**src/rtl/clk_gen_cfg_bridge.sv**
```systemverilog
// clk_gen_cfg_bridge: APB slave that turns each transfer into one timeout-bounded cfg transaction
module clk_gen_cfg_bridge #(
  parameter int TIMEOUT = 255,
  parameter int CNT_W   = (TIMEOUT == 0) ? 1 : $clog2(TIMEOUT + 1)
) (
  input  logic        clk_i,
  input  logic        rst_ni,
  input  logic        psel_i,
  input  logic        penable_i,
  input  logic        pwrite_i,
  input  logic [11:0] paddr_i,
  input  logic [31:0] pwdata_i,
  output logic [31:0] prdata_o,
  output logic        pready_o,
  output logic        pslverr_o,
  output logic        cfg_req_o,
  input  logic        cfg_ack_i,
  output logic [3:0]  cfg_add_o,
  output logic [31:0] cfg_data_o,
  output logic        cfg_wrn_o,
  input  logic [31:0] cfg_r_data_i,
  output logic        timeout_o
);
  // REQ and DONE each own one state bit, so cfg_req_o and pready_o come straight off a flop
  typedef enum logic [1:0] {IDLE = 2'b00, REQ = 2'b01, DONE = 2'b10} state_e;
  localparam logic [CNT_W-1:0] LAST = CNT_W'((TIMEOUT == 0) ? 0 : TIMEOUT - 1);
  state_e           state_q, state_d;
  logic [CNT_W-1:0] cnt_q;
  logic             err_q, wrn_q;
  logic [31:0]      rdata_q, data_q;
  logic [3:0]       add_q;
  logic             setup, ack, expire, done;
  assign setup  = psel_i & ~penable_i;
  assign ack    = (state_q == REQ) & cfg_ack_i;
  assign expire = (state_q == REQ) & ~cfg_ack_i & (TIMEOUT != 0) & (cnt_q == LAST);
  assign done   = state_q == DONE;
  // state register; reset aborts any transfer immediately
  always_ff @(posedge clk_i or negedge rst_ni) begin
    if (!rst_ni) state_q <= IDLE;
    else         state_q <= state_d;
  end
  // next state: accept a setup phase, wait for ack or timeout, one ready cycle
  always_comb begin
    state_d = state_q;
    case (state_q)
      IDLE:    state_d = setup ? REQ : IDLE;
      REQ:     state_d = (ack | expire) ? DONE : REQ;
      default: state_d = IDLE;
    endcase
  end
  // outputs: APB response only visible in DONE, timeout pulse coincides with it
  always_comb begin
    cfg_req_o  = state_q == REQ;
    pready_o   = done;
    pslverr_o  = done & err_q;
    timeout_o  = done & err_q;
    prdata_o   = done ? rdata_q : '0;
    cfg_add_o  = add_q;
    cfg_data_o = data_q;
    cfg_wrn_o  = wrn_q;
  end
  // datapath: latch request on setup, count REQ cycles, capture response
  always_ff @(posedge clk_i or negedge rst_ni) begin
    if (!rst_ni) begin
      add_q   <= '0;
      data_q  <= '0;
      wrn_q   <= 1'b0;
      cnt_q   <= '0;
      err_q   <= 1'b0;
      rdata_q <= '0;
    end else begin
      if (state_q == IDLE && setup) begin
        add_q  <= paddr_i[5:2];
        data_q <= pwdata_i;
        wrn_q  <= pwrite_i;
      end
      if (state_q != REQ) cnt_q <= '0;
      else if (!ack && !expire && TIMEOUT != 0 && cnt_q != '1) cnt_q <= cnt_q + 1'b1;
      if (ack) begin
        err_q   <= 1'b0;
        rdata_q <= wrn_q ? '0 : cfg_r_data_i;
      end else if (expire) begin
        err_q   <= 1'b1;
        rdata_q <= '0;
      end
    end
  end
endmodule

```
**config.mk**
```make
export PLATFORM = sky130hd
export DESIGN_NAME = clk_gen_cfg_bridge
export DESIGN_NICKNAME = d
export VERILOG_FILES = /design/src/rtl/clk_gen_cfg_bridge.sv
export SDC_FILE = /design/constraint.sdc
export NUM_CORES = 1
export LEC_CHECK = 0
export BUFFER_PORTS_ARGS = -buffer_cell sky130_fd_sc_hd__buf_2
export CAP_MARGIN = 40
export CORE_ASPECT_RATIO = 1.5
export CORE_UTILIZATION = 40
export CTS_CLUSTER_DIAMETER = 30
export DETAILED_ROUTE_END_ITERATION = 10
export PLACE_DENSITY_LB_ADDON = 0.12
export SLEW_MARGIN = 20
export SYNTH_ARGS = -nofsm -noshare
export SYNTH_HDL_FRONTEND = slang
export SYNTH_SLANG_ARGS = --single-unit
```
**constraint.sdc**
```tcl
create_clock -name clk_i -period 2 [get_ports clk_i]
set_input_delay 0.3 -clock clk_i [delete_from_list [all_inputs] [get_ports clk_i]]
set_output_delay 0.3 -clock clk_i [all_outputs]
set_load 0.03 [all_outputs]
```
# Word-level counts from Yosys, hierarchy flattened
# Cells that the tools add are included.
# Widths: inputs -> output; s select.
dict set report totals {
  register_bits 80
  elab_cells 40
  output_inout_bits 73
}
dict set report op_classes {
  addsub 1
  n_bitwise 8
  n_eq_ne 5
  mux 11
  n_reduce_logical 8
}
# cell n
set op_table {}
lappend op_table {{$mux 32} 4}
lappend op_table {{$mux 8} 2}
lappend op_table {{$add 8x1->8 const B} 1}
lappend op_table {{$eq 8x8->1 const B} 1}
lappend op_table {{$ne 8x8->1 const B} 1}
lappend op_table {{$and 1x1->1} 5}
lappend op_table {{$pmux 2 s2} 1}
lappend op_table {{$reduce_bool 2->1} 2}
lappend op_table {{$logic_and 1x1->1} 3}
lappend op_table {{$mux 1} 3}
lappend op_table {{$eq 2x1->1 const B} 1}
lappend op_table {{$eq 2x2->1 const B} 1}
lappend op_table {{$logic_not 1->1} 2}
lappend op_table {{$logic_not 2->1} 1}
lappend op_table {{$mux 2} 1}
lappend op_table {{$ne 2x1->1 const B} 1}
lappend op_table {{$not 1->1} 2}
lappend op_table {{$or 1x1->1} 1}

# Depth between registers and ports, before layout
dict set report depth {
  depth_word 8
  ltp_mapped 7
  ltp_nobuf 6
}

# Worst setup path before layout
# No wires, ideal clock.
dict set report synth_path {
  path_type {register -> output}
  startpoint {register state_q[0]}
  endpoint {output port prdata_o[22]}
  t_required_ps 1700
  path_slack_ps 259
  path_buffers 1
  stages_incl_launch_ff 4
  arrival_ps 1441
  path_cell_list {dfrtp_1 > nor2b_1 > clkbuf_1 > and2_1}
}
dict set report synth_between {
  elab_chain_cells 2
}
# item line
set synth_rtl {}
lappend synth_rtl {{start: declaration} 27} ;# state_e state_q, state_d;
lappend synth_rtl {{start signal: assignment} 40} ;# else state_q <= state_d;
lappend synth_rtl {{$eq 2x2->1} 36} ;# assign done = state_q == DONE;
lappend synth_rtl {{via pready_o} 14} ;# output logic pready_o,
lappend synth_rtl {{$mux 32} 57} ;# prdata_o = done ? rdata_q : '0;
lappend synth_rtl {{end: declaration} 13} ;# output logic [31:0] prdata_o,
# The timed path passes the listed nets, and every way through them passes these cells.

# Final worst setup path
dict set report layout_path {
  startpoint {register state_q[1]}
  endpoint {output port prdata_o[31]}
}
dict set report layout_between {
  elab_chain_cells 2
}
# item line
set layout_rtl {}
lappend layout_rtl {{$eq 2x2->1} 36}
lappend layout_rtl {{$mux 32} 57}
# Every way passes these cells.

==> results.txt <==
RePlAce Congestion: 0.738
# diodes: 0
routed wire length: 7.37 mm
cells along the critical path: nor2b_2 > buf_6 > and2_1 > buf_2
Placement Setup Slack: 287 ps
Data arrival, critical path: 1530 ps
WHS: -2.56 ps
synth cell count leaders: 80 x dfrtp_1, 33 x and2_1, 32 x a22o_1, 32 x mux2_2, 6 x buf_4
RSZ-0062 raised after global routing: no
Pwr per Cell Area: 1150 nW/um^2
VDD IR max: 724 uV
antenna violations before repair: 0
Post-DP HPWL: 5.03 mm
Yosys top cell area share: 59.2%
vias per cell: 4.95
main flop type after synthesis: dfrtp_1
WL met1: 3.04 mm
die width: 77.1 microns
fin crit share: 91.6%
delay-heaviest family, CP: buffers and inverters
critical path peak fanout: 33
Slew @ Worst Pin: 417 ps
# hold bufs at CTS: 0
f_max: 0.546 GHz
P_leak: 2.32 nW
WL/cell: 14.6 microns
post-layout min period: 1830 ps
die footprint: 8830 sq um
count of different cell masters after synthesis: 39
# IOs: 155
Layout Skew: 5.12 ps
setup repair bufs after CTS: 0
Syn Inst Count: 250
maximum capacitance violations: 0
share of layout cells above drive strength 1: 51.9%
Avg Inst Size Synth: 13.5 sq um
Worst slew margin: 72.2%
crit path launch type: flop
synth top area cells: dfrtp_1 59%, mux2_2 11%, a22o_1 8.3%
worst skew pair latency: 320 ps
DR WL met3: 379 microns
number of synthesized flops with an enable pin: 0
core footprint: 8110 sq um
vias in the first global route: 2593
CTS sink cnt: 80
Warnings, synthesis: 0
Antenna Nets Post-Route: 0
met2 WL: 3.79 mm
Crit path largest cell delay: 400 ps
Final Worst Setup Slack: 168 ps
failing checks: negative hold slack
total global routing overflow: 0
All-Layer GR Usage: 18.4%
DRC violations left: 0
crit end category: primary output
PortBufs: 146
Final Util: 55.8%
register area: 2000 sq um
synthesized cell area: 3380 sq um
area of the multi-input gates: 1260 sq um
Crit path required time: 1700 ps
clock root cell: clkbuf_16
Final nets: 481
clk slew on worst S/H paths: 60 ps
count leader, synth: dfrtp_1
Crit Path Class: flop to primary output
Final TNS setup: 0 ps
FF+latch count, synth: 80
count of pins over their slew limit: 0
Std-Cell Rows: 40
via count: 2507
CTS tree: built
worst path bufs/invs: 2
Max clock buf depth: 2
global-route wire length before repair: 12.5 mm
TritonRoute pass-1 iters: 4
largest net degree at the start of global routing: 81
final setup violation count: 0
Area Overhead vs Synth: 33.7%
Layout fillers: 756
outcome: finished, violations left
final hold vios: 3
H-tree lvl count: 3
Mapped Nets: 334
Iteration-0 DRC Markers: 165
Die Y: 115 microns
Async SR Flop Fraction: 100%
HP Class: primary input to asynchronous set/reset pin
highest metal used: met4
Initial Util: 41.7%
Num CTS Buffers: 9
Synth area leader: dfrtp_1
slowest CP cell: dfrtp_1
register area share after synthesis: 59.2%
-- cell type report --
class / instances / area share, %
Clock inverter: 3 / 0.387
Multi-Input combinational cell: 148 / 27.8
Tap cell: 105 / 2.91
Clock buffer: 12 / 5.67
Inverter: 6 / 0.554
Timing Repair Buffer: 152 / 18.4
Sequential cell: 80 / 44.3
-- cells by family after synthesis --
group | share of synthesized area [%]
DFF | 59.2
buffers and inverters | 4.00
adders and majority gates | 0.740
AOI/OAI and AO/OA | 11.0
xor gates and xnor gates | 1.04
muxes | 12.6
and+or+nand+nor | 11.5
-- metal layers --
metal  vias up  track usage, %
met2        81            32.0
met5         -               0
li1       1184               -
met1      1231            21.6
met3        11            4.30
met4         0            8.55
-- state kept, by name, summed over array words and instances, names as in the netlist --
name and count:
cnt_q 8, err_q 1, cfg_wrn_o 1, rdata_q 32, cfg_data_o 32, state_q 2, cfg_add_o 4
-- where the power goes --
group          internal, mW  leakage, nW  switching (mW)
Sequential             2.05         1.00           0.199
Clock                 0.897        0.134           0.596
Combinational         0.601         1.18           0.859
-- layout by cell type (no fill, tap or decap), types with 5 or more instances in the layout --
cell type	n
and2_1	33
a22o_1	32
buf_2	145
inv_1	5
clkbuf_16	9
nor2_1	5
mux2_1	5
mux2_2	32
dfrtp_1	80
-- worst paths after layout --
kind | from | end | slack, ps | depth (start not counted)
setup / recovery | state_q[1]$_DFF_PN0_ | prdata_o[31] | 170 | 4
hold / removal | rst_ni | cfg_data_o[13]$_DFFE_PN0N_ | -3 | 2
setup reg to reg | cnt_q[0]$_DFFE_PN0P_ | cnt_q[3]$_DFFE_PN0P_ | 280 | 6
hold reg to reg | cfg_data_o[26]$_DFFE_PN0N_ | cfg_data_o[26]$_DFFE_PN0N_ | 480 | 1
max in group asynchronous | rst_ni | rdata_q[8]$_DFFE_PN0P_ | 1680 | 2
min in group clk_i | pwdata_i[26] | cfg_data_o[26]$_DFFE_PN0N_ | 190 | 2
-- metrics by stage --
step / instance area [sq um] / power (mW) / std cells
finish: 4520 / 5.20 / 506
CTS: 4520 / 5.27 / 506
detailed placement: 4240 / 3.76 / 491
global route: 4520 / 5.48 / 506
floorplan: 3380 / 3.27 / 250
global placement: 4240 / 3.72 / 491
-- timing repair --
item,4_1_cts,5_1_grt
setup endpoints to repair,0,2
gates resized for setup,0,1
hold endpoints to repair,0,0
Power figures use the tool's default switching activity.
